`src/rtl/lfsr_prng_gen_pkg.sv`:
```
// Shared constants for the LFSR pseudo-random generator.
//   MODE_FIB / MODE_GAL : values for the GALOIS parameter of lfsr_prng_gen
//   TAPS(width)         : maximal-length feedback mask for widths 4..32,
//                         bit (t-1) set for every polynomial tap t.
//                         Returns 0 for an unsupported width.
package lfsr_prng_gen_pkg;

  localparam int MODE_FIB = 0;
  localparam int MODE_GAL = 1;

  function automatic logic [31:0] TAPS(input int width);
    logic [31:0] mask;
    mask = 32'h0;
    case (width)
      4:  mask = 32'h0000_000C;
      5:  mask = 32'h0000_0014;
      6:  mask = 32'h0000_0030;
      7:  mask = 32'h0000_0060;
      8:  mask = 32'h0000_00B8;
      9:  mask = 32'h0000_0110;
      10: mask = 32'h0000_0240;
      11: mask = 32'h0000_0500;
      12: mask = 32'h0000_0829;
      13: mask = 32'h0000_100D;
      14: mask = 32'h0000_2015;
      15: mask = 32'h0000_6000;
      16: mask = 32'h0000_B400;
      17: mask = 32'h0001_2000;
      18: mask = 32'h0002_0400;
      19: mask = 32'h0004_0023;
      20: mask = 32'h0009_0000;
      21: mask = 32'h0014_0000;
      22: mask = 32'h0030_0000;
      23: mask = 32'h0042_0000;
      24: mask = 32'h00E1_0000;
      25: mask = 32'h0120_0000;
      26: mask = 32'h0200_0023;
      27: mask = 32'h0400_0013;
      28: mask = 32'h0900_0000;
      29: mask = 32'h1400_0000;
      30: mask = 32'h2000_0029;
      31: mask = 32'h4800_0000;
      32: mask = 32'h8020_0003;
      default: mask = 32'h0;
    endcase
    return mask;
  endfunction

endpackage

```
`src/rtl/lfsr_prng_gen_if.sv`:
```
// Sample stream between the generator and its consumer.
//   prng_out  : registered sample                     (generator -> consumer)
//   out_valid : prng_out holds an unconsumed sample   (generator -> consumer)
//   wrap      : 1-cycle pulse, sample equals the start reference
//   out_ready : consumer takes the sample when out_valid && out_ready
// master = generator side, slave = consumer side.
interface lfsr_prng_gen_if
  import lfsr_prng_gen_pkg::*;
#(
  parameter int WIDTH = 8
) ();

  logic [WIDTH-1:0] prng_out;
  logic             out_valid;
  logic             out_ready;
  logic             wrap;

  modport master (
    output prng_out,
    output out_valid,
    output wrap,
    input  out_ready
  );

  modport slave (
    input  prng_out,
    input  out_valid,
    input  wrap,
    output out_ready
  );

endinterface

```
`src/rtl/lfsr_prng_gen_tick_div.sv`:
```
// Clock-enable divider: tick is high for one clk cycle out of every DIV.
//   clk  : clock
//   rst  : asynchronous active-high reset, counter -> 0
//   clr  : synchronous restart of the count at 0
//   tick : high while the counter sits at DIV-1 (always high for DIV = 1)
module tick_div #(
  parameter int DIV = 1
) (
  input  logic clk,
  input  logic rst,
  input  logic clr,
  output logic tick
);

  localparam int              CW   = $clog2(DIV + 1);
  localparam logic [CW-1:0]   LAST = CW'(DIV - 1);

  logic [CW-1:0] cnt_q;
  logic [CW-1:0] cnt_d;

  assign tick = (cnt_q == LAST);

  always_comb begin
    cnt_d = cnt_q + CW'(1);
    if (clr || tick) begin
      cnt_d = '0;
    end
  end

  always_ff @(posedge clk or posedge rst) begin
    if (rst) begin
      cnt_q <= '0;
    end else begin
      cnt_q <= cnt_d;
    end
  end

endmodule

```
`src/rtl/lfsr_prng_gen.sv`:
```
// Parametrised LFSR pseudo-random generator with a valid/ready sample slot.
//   clk          : clock (all logic on this clock, stepping via clock enable)
//   rst          : asynchronous active-high reset
//   en_i         : free-run, advance on every divider tick
//   step_req_i   : single-step request, honoured only while en_i = 0
//   seed_load_i  : load seed_in_i (zero replaced by SEED) into LFSR and reference
//   seed_in_i    : seed value
//   clr_flags_i  : clear overrun_o and seed_err_o (a same-cycle set wins)
//   overrun_o    : sticky, an advance was dropped because the slot was full
//   seed_err_o   : sticky, seed_load_i seen with seed_in_i == 0
//   stream       : sample stream (prng_out, out_valid, wrap / out_ready)
// Parameters: WIDTH 4..32, DIV 1..2^26, SEED non-zero,
//             GALOIS = MODE_FIB (left shift) or MODE_GAL (right shift).
module lfsr_prng_gen
  import lfsr_prng_gen_pkg::*;
#(
  parameter int WIDTH  = 8,
  parameter int DIV    = 1,
  parameter int SEED   = 1,
  parameter int GALOIS = MODE_FIB
) (
  input  logic             clk,
  input  logic             rst,
  input  logic             en_i,
  input  logic             step_req_i,
  input  logic             seed_load_i,
  input  logic [WIDTH-1:0] seed_in_i,
  input  logic             clr_flags_i,
  output logic             overrun_o,
  output logic             seed_err_o,
  lfsr_prng_gen_if.master  stream
);

  localparam logic [WIDTH-1:0] MASK   = WIDTH'(TAPS(WIDTH));
  localparam logic [WIDTH-1:0] SEED_W = WIDTH'(SEED);

  logic [WIDTH-1:0] lfsr_q, lfsr_d;
  logic [WIDTH-1:0] ref_q, ref_d;
  logic [WIDTH-1:0] out_q, out_d;
  logic             valid_q, valid_d;
  logic             wrap_q, wrap_d;
  logic             overrun_q, overrun_d;
  logic             seed_err_q, seed_err_d;

  logic             tick;
  logic             req;
  logic             free;
  logic             advance;
  logic             drop;
  logic             seed_zero;
  logic [WIDTH-1:0] seed_eff;
  logic [WIDTH-1:0] nxt;

  tick_div #(
    .DIV (DIV)
  ) u_tick_div (
    .clk  (clk),
    .rst  (rst),
    .clr  (seed_load_i),
    .tick (tick)
  );

  // Free-run steps on ticks; single steps bypass the divider.
  assign req     = (en_i & tick) | (~en_i & step_req_i);
  // The slot can take a new sample if empty or being drained this cycle.
  assign free    = ~valid_q | stream.out_ready;
  assign advance = req & free & ~seed_load_i;
  assign drop    = req & ~free & ~seed_load_i;

  // A zero seed would lock the register; substitute the reset seed.
  assign seed_zero = (seed_in_i == '0);
  assign seed_eff  = seed_zero ? SEED_W : seed_in_i;

  generate
    if (GALOIS == MODE_GAL) begin : g_galois
      assign nxt = (lfsr_q >> 1) ^ (lfsr_q[0] ? MASK : '0);
    end else begin : g_fibonacci
      assign nxt = {lfsr_q[WIDTH-2:0], ^(lfsr_q & MASK)};
    end
  endgenerate

  always_comb begin
    lfsr_d     = lfsr_q;
    ref_d      = ref_q;
    out_d      = out_q;
    valid_d    = valid_q;
    wrap_d     = 1'b0;
    overrun_d  = overrun_q;
    seed_err_d = seed_err_q;

    // Clear first so that a set later in this block takes precedence.
    if (clr_flags_i) begin
      overrun_d  = 1'b0;
      seed_err_d = 1'b0;
    end

    if (advance) begin
      lfsr_d  = nxt;
      out_d   = nxt;
      valid_d = 1'b1;
      wrap_d  = (nxt == ref_q);
    end else begin
      // Consumer drained the slot and nothing replaces the sample.
      if (valid_q && stream.out_ready) begin
        valid_d = 1'b0;
      end
      if (seed_load_i) begin
        lfsr_d = seed_eff;
        ref_d  = seed_eff;
        if (seed_zero) begin
          seed_err_d = 1'b1;
        end
      end
      if (drop) begin
        overrun_d = 1'b1;
      end
    end
  end

  always_ff @(posedge clk or posedge rst) begin
    if (rst) begin
      lfsr_q     <= SEED_W;
      ref_q      <= SEED_W;
      out_q      <= '0;
      valid_q    <= 1'b0;
      wrap_q     <= 1'b0;
      overrun_q  <= 1'b0;
      seed_err_q <= 1'b0;
    end else begin
      lfsr_q     <= lfsr_d;
      ref_q      <= ref_d;
      out_q      <= out_d;
      valid_q    <= valid_d;
      wrap_q     <= wrap_d;
      overrun_q  <= overrun_d;
      seed_err_q <= seed_err_d;
    end
  end

  assign stream.prng_out  = out_q;
  assign stream.out_valid = valid_q;
  assign stream.wrap      = wrap_q;
  assign overrun_o        = overrun_q;
  assign seed_err_o       = seed_err_q;

endmodule

```
`src/flat_wrapper.sv`:
```
// flat-port wrapper written by rule: the top's interface ports become plain ports
module lfsr_prng_gen_flat import lfsr_prng_gen_pkg::*;
#(
  parameter int WIDTH  = 8,
  parameter int DIV    = 1,
  parameter int SEED   = 1,
  parameter int GALOIS = MODE_FIB
)
  (clk, rst, en_i, step_req_i, seed_load_i, seed_in_i, clr_flags_i, overrun_o, seed_err_o, stream_prng_out, stream_out_valid, stream_wrap, stream_out_ready);
  lfsr_prng_gen_if #(.WIDTH(WIDTH)) stream_i ();
  input  logic clk;
  input  logic rst;
  input  logic en_i;
  input  logic step_req_i;
  input  logic seed_load_i;
  input  logic [WIDTH-1:0] seed_in_i;
  input  logic clr_flags_i;
  output logic overrun_o;
  output logic seed_err_o;
  output wire logic [$bits(stream_i.prng_out)-1:0] stream_prng_out;
  output wire logic [$bits(stream_i.out_valid)-1:0] stream_out_valid;
  output wire logic [$bits(stream_i.wrap)-1:0] stream_wrap;
  input wire logic [$bits(stream_i.out_ready)-1:0] stream_out_ready;
  assign stream_prng_out = stream_i.prng_out;
  assign stream_out_valid = stream_i.out_valid;
  assign stream_wrap = stream_i.wrap;
  assign stream_i.out_ready = stream_out_ready;
  lfsr_prng_gen #(.WIDTH(WIDTH), .DIV(DIV), .SEED(SEED), .GALOIS(GALOIS)) u_core (.clk(clk), .rst(rst), .en_i(en_i), .step_req_i(step_req_i), .seed_load_i(seed_load_i), .seed_in_i(seed_in_i), .clr_flags_i(clr_flags_i), .overrun_o(overrun_o), .seed_err_o(seed_err_o), .stream(stream_i));
endmodule
```
`config.mk`:
```
export PLATFORM = sky130hd
export DESIGN_NAME = lfsr_prng_gen_flat
export DESIGN_NICKNAME = d
export VERILOG_FILES = /design/src/rtl/lfsr_prng_gen_pkg.sv /design/src/rtl/lfsr_prng_gen_if.sv /design/src/rtl/lfsr_prng_gen_tick_div.sv /design/src/rtl/lfsr_prng_gen.sv /design/src/flat_wrapper.sv
export SDC_FILE = /design/constraint.sdc
export NUM_CORES = 1
export LEC_CHECK = 0
export CAP_MARGIN = 20
export CELL_PAD_IN_SITES_DETAIL_PLACEMENT = 0
export CELL_PAD_IN_SITES_GLOBAL_PLACEMENT = 1
export CORE_AREA = 2 2 58 60
export DETAILED_ROUTE_END_ITERATION = 12
export DIE_AREA = 0 0 60 62
export PLACE_DENSITY_LB_ADDON = 0.25
export SYNTH_ARGS = -nofsm -noshare
export SYNTH_HDL_FRONTEND = slang
export SYNTH_SLANG_ARGS = --single-unit
```
`constraint.sdc`:
```
create_clock -name clk -period 2.2 [get_ports clk]
set_input_delay 0.44 -clock clk [delete_from_list [all_inputs] [get_ports clk]]
set_output_delay 0.44 -clock clk [all_outputs]
set_load 0.02 [all_outputs]
```
After elaboration in Yosys (flattened, before gate mapping)
Cells that the tools add are included.

Bits in registers: 29. Output and inout bits: 12.

Add/subtract/negate cells: 1. Equality and inequality tests: 1. Mux-type cells: 14. Bitwise operators: 14. Reduce and logical (&&, ||, !) cells: 7.

Operators by type and width (number): $mux 8 (3); $mux 1 (11); $eq 8x8->1 (1); $logic_not 8->1 (1); $reduce_xor 8->1 (1); $and 1x1->1 (6); $not 1->1 (6); $reduce_bool 2->1 (2); $or 1x1->1 (2); $reduce_and 2->1 (1); $add 1x1->1 const B (1); $logic_and 1x1->1 (1); $logic_or 1x1->1 (1).

Depth between registers and ports, before layout
Gate-level depths: netlist of the first run.

Depth after elaboration: 7. Depth in mapped cells: 5. Depth with buffers taken out: 3.

By module
A second synthesis of the first run with hierarchy kept.

Cells, all modules: 111. Area, all modules: 1313.8 um2.

By module, submodules not included: lfsr_prng_gen (times used 1, cells each 107, area an instance 1277.5 um2, sequential area each 703.2 um2); tick_div (times used 1, cells each 4, area an instance 36.3 um2, sequential area each 25.0 um2).

Worst setup path after synthesis of the first run
OpenSTA, ideal clock, no wires.

Path kind: input -> register. From: in step_req_i. To: reg u_core.out_q[1], in the netlist u_core.stream.prng_out[1]. Arrival: 1.390 ns. Setup slack: 0.685 ns. Cell stages on the path: 5. Cells stage by stage: or2_1 -> and4_4 -> buf_6 -> buf_8 -> mux2_4.

Longest elaborated chain between the ends: 4.

Ends and longest elaborated chain: from (decl) (RTL line flat_wrapper.sv:14) `input logic step_req_i;`; $and 1x1->1 (RTL line lfsr_prng_gen.sv:64) `assign req = (en_i & tick) | (~en_i & step_req_i);`; $or 1x1->1 (RTL line lfsr_prng_gen.sv:64); $and 1x1->1 (2 in a row) (RTL line lfsr_prng_gen.sv:67) `assign advance = req & free & ~seed_load_i;`; to (signal assigned) (RTL line lfsr_prng_gen.sv:132) `out_q <= out_d;`; to (decl) (RTL line lfsr_prng_gen.sv:39) `logic [WIDTH-1:0] out_q, out_d;`.

Every way passes these cells. A chain may end at the register's enable or synchronous reset.

Worst setup path in the final report of the first run
From: reg u_core.overrun_q, in the netlist u_core.overrun_o. To: out overrun_o.

RTL lines: from (decl) (RTL line lfsr_prng_gen.sv:42) `logic overrun_q, overrun_d;`; from (signal assigned) (RTL line lfsr_prng_gen.sv:135) `overrun_q <= overrun_d;`; to (decl) (RTL line flat_wrapper.sv:18) `output logic overrun_o;`.

No word-level cell between the ends.

==> impl_metrics.env, run 1 <==
export IMPL_outcome="finished clean"
export IMPL_cp_required_ns=1.76
export IMPL_synth_compound_area_share_pct=13.8
export IMPL_ys_types=29
export IMPL_wire_per_inst_um=14.6
export IMPL_regArea_sq_um=728
export IMPL_place_gp_congestion=0.752
export IMPL_synthSimpleGateAreaFrac_pct=9.23
export IMPL_grt_pass1_wl_um=4240
export IMPL_syn_area_sq_um=1270
export IMPL_n_antenna_cell=0
export IMPL_clock_latency_ns=0.31
export IMPL_critPathBufInv=1
export IMPL_setup_ws_ns=0.468
export IMPL_r2r_end="u_core.stream.wrap$_DFF_PP0_"
export IMPL_h_tree_depth=2
export IMPL_start_kind="flip-flop"
export IMPL_ir_drop_mv=0.462
export IMPL_final_hold_viol_count=0
export IMPL_wirelength_um=2560
export IMPL_final_setup_viol_count=0
export IMPL_grt_overflow=0
export IMPL_die_area_sq_um=3720
export IMPL_cts_resized=0
export IMPL_grt_max_degree=30
export IMPL_fmax_ghz=0.577
export IMPL_path_cells="clkdlybuf4s50_1"
export IMPL_cap_violations=0
export IMPL_drt_iter0_drc=11
export IMPL_rows=21
export IMPL_reg2reg_depth=3
export IMPL_hold_path_class="input pin to async pin"
export IMPL_fillers=288
export IMPL_cp_slowest_cell="clkdlybuf4s50_1"
export IMPL_postSynthAreaPerCell_sq_um=13.3
export IMPL_dpl_hpwl_um=1840
export IMPL_cts_buffer_depth=2
export IMPL_synthFlopType="dfrtp_1"
export IMPL_grt_pass1_vias=892
export IMPL_synthMuxAreaShare_pct=7.37
export IMPL_yosys_register_bits=29
export IMPL_layout_commonest_cell="dfrtp_1"
export IMPL_slew_headroom_pct=53.5
export IMPL_grt_use_total_pct=15.8
export IMPL_synth_seq_area_share_pct=57.2
export IMPL_clkSlewWorstSetupHoldPaths_ns=0.10
export IMPL_synth_edff_count=0
export IMPL_synth_fa_ha_area_share_pct=0
export IMPL_nets=143
export IMPL_worst_setup_path_end_kind="primary output"
export IMPL_hold_buffers=0
export IMPL_critical_path_top_delay_family="buffers and inverters"
export IMPL_area_delta_synth_final_pct=30.5
export IMPL_synth_top_family_by_area="compound AO/OA/AOI/OAI gates"
export IMPL_final_cell_mix="27 x dfrtp_1, 26 x clkdlybuf4s50_1, 8 x a221o_1, 8 x a21o_1, 8 x xor2_1"
export IMPL_port_buffers=26
export IMPL_rsz0062_at_grt="no"
export IMPL_dp_worst_setup_slack_ns=0.164
export IMPL_drive_above_1_share_pct=16.3
export IMPL_die_w_um=60
export IMPL_ant_nets=0
export IMPL_multi_input_area_sq_um=500
export IMPL_die_y_um=62
export IMPL_drv_slew=0
export IMPL_synth_xor_area_share_pct=8.64
export IMPL_timing_rr_start="u_core.lfsr_q[4]$_DFFE_PP0P_"
export IMPL_synth_warnings=0
export IMPL_cts_made_buffers=5
export IMPL_leakage_uw=0.000758
export IMPL_cts_tree="done"
export IMPL_worstMarginPinSlew_ns=0.694
export IMPL_drc_errors=0
export IMPL_start_util_pct=40.1
export IMPL_cts_root_buf="clkbuf_4"
export IMPL_finalCriticalPeriod_ns=1.73
export IMPL_path_class="flip-flop to primary output"
export IMPL_cp_slowest_stage_delay_ns=0.61
export IMPL_coreArea_sq_um=3180
export IMPL_r2r_setup_slack_ns=0.79
export IMPL_setup_tns_ns=0
export IMPL_vias_per_cell=5.06
export IMPL_syn_nets=111
export IMPL_num_vias=886
export IMPL_ys_async_sr_fraction_pct=100
export IMPL_fin_skew_ns=0.00978
export IMPL_dr_pass1_iters=4
export IMPL_clkSinkCount=29
export IMPL_crit_arrival_ns=1.29
export IMPL_syn_instance_count=96
export IMPL_finalCritPeriodShare_pct=78.7
export IMPL_post_cts_buffers=0
export IMPL_boundaryPins=27
export IMPL_power_density_nw_per_um2=913
export IMPL_grt_antenna_before_repair=0
export IMPL_cp_max_fo=2
[registers in the layout, indices dropped and copies added (netlist names)]
| signal | cells |
|---|---|
| u_core.lfsr_q | 8 |
| u_core.u_tick_div.cnt_q | 1 |
| u_core.stream.prng_out | 8 |
| u_core.stream.out_valid | 1 |
| u_core.seed_err_o | 1 |
| u_core.ref_q | 8 |
| u_core.stream.wrap | 1 |
| u_core.overrun_o | 1 |
[kinds of logic (layout without fill, tap and decap cells)]
kind of cell,count (synthesis),count (layout)
flops,29,29
compound gates,21,21
simple gates,19,19
xor+xnor,11,11
mux,8,8
buf+inv,7,40
other cells,1,1
[stage by stage]
step	util, %	cells	cell area [sq um]	power (uW)	hold WS, ns
6_report	52.3	175	1660	1520	0.487
5_1_grt	52.3	175	1660	1600	0.514
4_1_cts	52.3	175	1660	1530	0.494
3_5_place_dp	49.6	167	1580	1080	0.488
3_3_place_gp	49.6	167	1580	1070	0.486
2_1_floorplan	-	96	1270	913	0.469
[how the worst max path moves through the flow]
stage	depth (start not counted)	slack [ns]	start	end
after floorplan	5	0.69	step_req_i	u_core.stream.prng_out[1]$_DFFE_PP0P_
after global routing	4	0.38	en_i	u_core.lfsr_q[4]$_DFFE_PP0P_
final	1	0.47	u_core.overrun_o$_DFF_PP0_	overrun_o
after detailed placement	4	0.16	en_i	u_core.lfsr_q[7]$_DFFE_PP0P_
after CTS	1	0.44	u_core.stream.out_valid$_DFFE_PP0P_	stream_out_valid
after global placement	4	0.23	en_i	u_core.lfsr_q[4]$_DFFE_PP0P_
[layer usage]
layer	global-route usage, %	routed length, um	vias up
met3	3.93	116	5
met4	7.62	36	0
met1	20.5	1220	441
li1	-	-	411
met5	0	0	-
met2	24.7	1190	29
[cell usage after synthesis (2+ instances only)]
master,count,area [sq um]
and2_1,7,43.8
mux2_2,7,78.8
inv_1,3,11.3
a21o_1,8,60.1
nand2_1,2,7.51
dfstp_2,2,52.6
nor3_1,2,10.0
a221o_1,8,80.1
xnor2_1,2,17.5
nor4_1,2,12.5
xor2_1,8,70.1
dfrtp_1,27,676
o21ai_0,2,10.0
[report_power, final]
group          internal (uW)  switching (uW)  total (uW)
Clock                    271             182         453
Combinational            214             167         381
Sequential               619            63.1         682
Total                   1100             412        1520
[final cells by class]
| class | count | share of cell area, % |
|---|---|---|
| clock buffers | 7 | 3.31 |
| flip-flops and latches | 29 | 43.8 |
| clock inverters | 1 | 1.81 |
| multi-input cells | 60 | 30.1 |
| inverters | 4 | 0.904 |
| repair buffers | 28 | 16.6 |
| well taps | 46 | 3.46 |
[worst min-delay path: cells and delay by family]
family,cells,cell delay [ns]
buffers and inverters,3,0.78
Note: power is estimated with default switching activity, not from simulation.
==> run 2, diff against run 1 <==
Settings changed: CORE_AREA 2 2 58 60 to 2 2 63 65, DIE_AREA 0 0 60 62 to 0 0 65 67.
Clock period 2.2 ns to 1.5 ns, I/O delays scaled along.
==> impl_metrics.env, run 2 (synthesis results as in run 1) <==
export IMPL_outcome="finished clean"
export IMPL_r2r_end="u_core.stream.wrap$_DFF_PP0_"
export IMPL_path_class="input pin to flip-flop"
export IMPL_clkSinkCount=29
export IMPL_cts_root_buf="clkbuf_8"
export IMPL_setup_ws_ns=0.0573
export IMPL_grt_antenna_before_repair=0
export IMPL_cap_violations=0
export IMPL_drv_slew=0
export IMPL_wirelength_um=2850
export IMPL_reg2reg_depth=4
export IMPL_area_delta_synth_final_pct=36.1
export IMPL_grt_pass1_vias=974
export IMPL_start_kind="input pin"
export IMPL_final_hold_viol_count=0
export IMPL_layout_commonest_cell="dfrtp_1"
export IMPL_boundaryPins=27
export IMPL_die_y_um=67
export IMPL_cp_slowest_stage_delay_ns=0.42
export IMPL_cp_required_ns=1.66
export IMPL_vias_per_cell=4.99
export IMPL_hold_buffers=0
export IMPL_cts_made_buffers=5
export IMPL_worst_setup_path_end_kind="flip-flop"
export IMPL_hold_path_class="input pin to async pin"
export IMPL_r2r_setup_slack_ns=0.13
export IMPL_finalCriticalPeriod_ns=1.44
export IMPL_drc_errors=0
export IMPL_ir_drop_mv=0.449
export IMPL_place_gp_congestion=0.726
export IMPL_timing_rr_start="u_core.lfsr_q[4]$_DFFE_PP0P_"
export IMPL_finalCritPeriodShare_pct=96.2
export IMPL_wire_per_inst_um=15.3
export IMPL_leakage_uw=0.000843
export IMPL_crit_arrival_ns=1.60
export IMPL_h_tree_depth=2
export IMPL_clkSlewWorstSetupHoldPaths_ns=0.06
export IMPL_dpl_hpwl_um=2010
export IMPL_power_density_nw_per_um2=1240
export IMPL_coreArea_sq_um=3610
export IMPL_dr_pass1_iters=4
export IMPL_die_area_sq_um=4360
export IMPL_dp_worst_setup_slack_ns=-0.414
export IMPL_nets=152
export IMPL_final_setup_viol_count=0
export IMPL_final_cell_mix="27 x dfrtp_1, 14 x clkdlybuf4s50_1, 11 x dlygate4sd2_1, 9 x buf_4"
export IMPL_setup_tns_ns=0
export IMPL_cp_slowest_cell="clkdlybuf4s50_1"
export IMPL_grt_pass1_wl_um=4660
export IMPL_path_cells="clkdlybuf4s50_1, or2_4, and4_2, a221o_1"
export IMPL_drt_iter0_drc=32
export IMPL_clock_latency_ns=0.28
export IMPL_num_vias=928
export IMPL_cp_max_fo=8
export IMPL_grt_use_total_pct=14.7
export IMPL_ant_nets=0
export IMPL_fin_skew_ns=0.00468
export IMPL_start_util_pct=35.3
export IMPL_drive_above_1_share_pct=22.5
export IMPL_cts_tree="done"
export IMPL_grt_max_degree=18
export IMPL_rsz0062_at_grt="no"
export IMPL_cts_buffer_depth=2
export IMPL_n_antenna_cell=0
export IMPL_port_buffers=26
export IMPL_grt_overflow=0
export IMPL_die_w_um=65
export IMPL_fmax_ghz=0.693
export IMPL_rows=22
[run 2: cell types whose count changed in the layout (fill, tap and decap cells not counted), sizes merged]
cell,previous run,this run
and4,2,4
buf,2,9
bufinv,1,0
clkdlybuf4s50,26,14
dlygate4sd2,0,11
dlymetal6s2s,0,1
clkbuf,7,8
[run 2: worst max-delay path by stage]
| stage | from | endpoint | slack [ns] | cells past startpoint |
|---|---|---|---|---|
| 2_1_floorplan | u_core.stream.out_valid$_DFFE_PP0P_ | u_core.stream.prng_out[1]$_DFFE_PP0P_ | 0.06 | 5 |
| 3_3_place_gp | en_i | u_core.lfsr_q[5]$_DFFE_PP0P_ | -0.34 | 4 |
| 3_5_place_dp | en_i | u_core.lfsr_q[7]$_DFFE_PP0P_ | -0.41 | 4 |
| 4_1_cts | en_i | u_core.stream.prng_out[3]$_DFFE_PP0P_ | -0.002 | 4 |
| 5_1_grt | en_i | u_core.lfsr_q[2]$_DFFE_PP0P_ | 0.02 | 4 |
| 6_report | en_i | u_core.lfsr_q[7]$_DFFE_PP0P_ | 0.06 | 4 |
[run 2: final cells by class]
cell class	count	area, sq um
flip-flops and latches	29	728
inverters	4	15.0
well taps	48	60.1
fillers	358	1870
clock buffers	8	80.1
multi-input cells	62	533
repair buffers	35	317
[run 2: per-stage QoR]
| stage | cells | util [%] | cell area (sq um) | hold slack [ns] | total power (uW) |
|---|---|---|---|---|---|
| final | 186 | 48.1 | 1730 | 0.275 | 2150 |
| after global routing | 186 | 48.1 | 1730 | 0.312 | 2280 |
| after CTS | 183 | 47.1 | 1700 | 0.289 | 2160 |
| after detailed placement | 175 | 45.0 | 1620 | 0.489 | 1600 |
| after global placement | 175 | 45.0 | 1620 | 0.485 | 1590 |
| after floorplan | 96 | - | 1270 | 0.377 | 1340 |
[run 2: power breakdown]
| group | internal (uW) | switching [uW] |
|---|---|---|
| Clock | 328 | 276 |
| Combinational | 290 | 266 |
| Sequential | 910 | 77.6 |
| Total | 1530 | 619 |
[run 2: per-layer routing]
| metal | wire length (um) | track usage [%] | vias up | share of wire [%] |
|---|---|---|---|---|
| met1 | 1310 | 17.7 | 459 | 46 |
| met3 | 164 | 5.41 | 6 | 5.7 |
| li1 | - | - | 433 | - |
| met5 | 0 | 0 | - | 0 |
| met4 | 51 | 6.38 | 0 | 1.8 |
| met2 | 1330 | 23.6 | 30 | 46 |
[run 2: critical path, delay by kind of cell]
kind / cells / cell delay [ns]
and+or+nand+nor: 2 / 0.57
buffers and inverters: 1 / 0.42
AOI/OAI and AO/OA: 1 / 0.31
[run 2: repair_timing]
| action | in CTS | in global routing |
|---|---|---|
| buffers inserted | 0 | 1 |
| pin swaps | 1 | 1 |
| resized for setup | 12 | 4 |
| endpoints found under the setup margin | 19 | 8 |
| cloned | 0 | 2 |
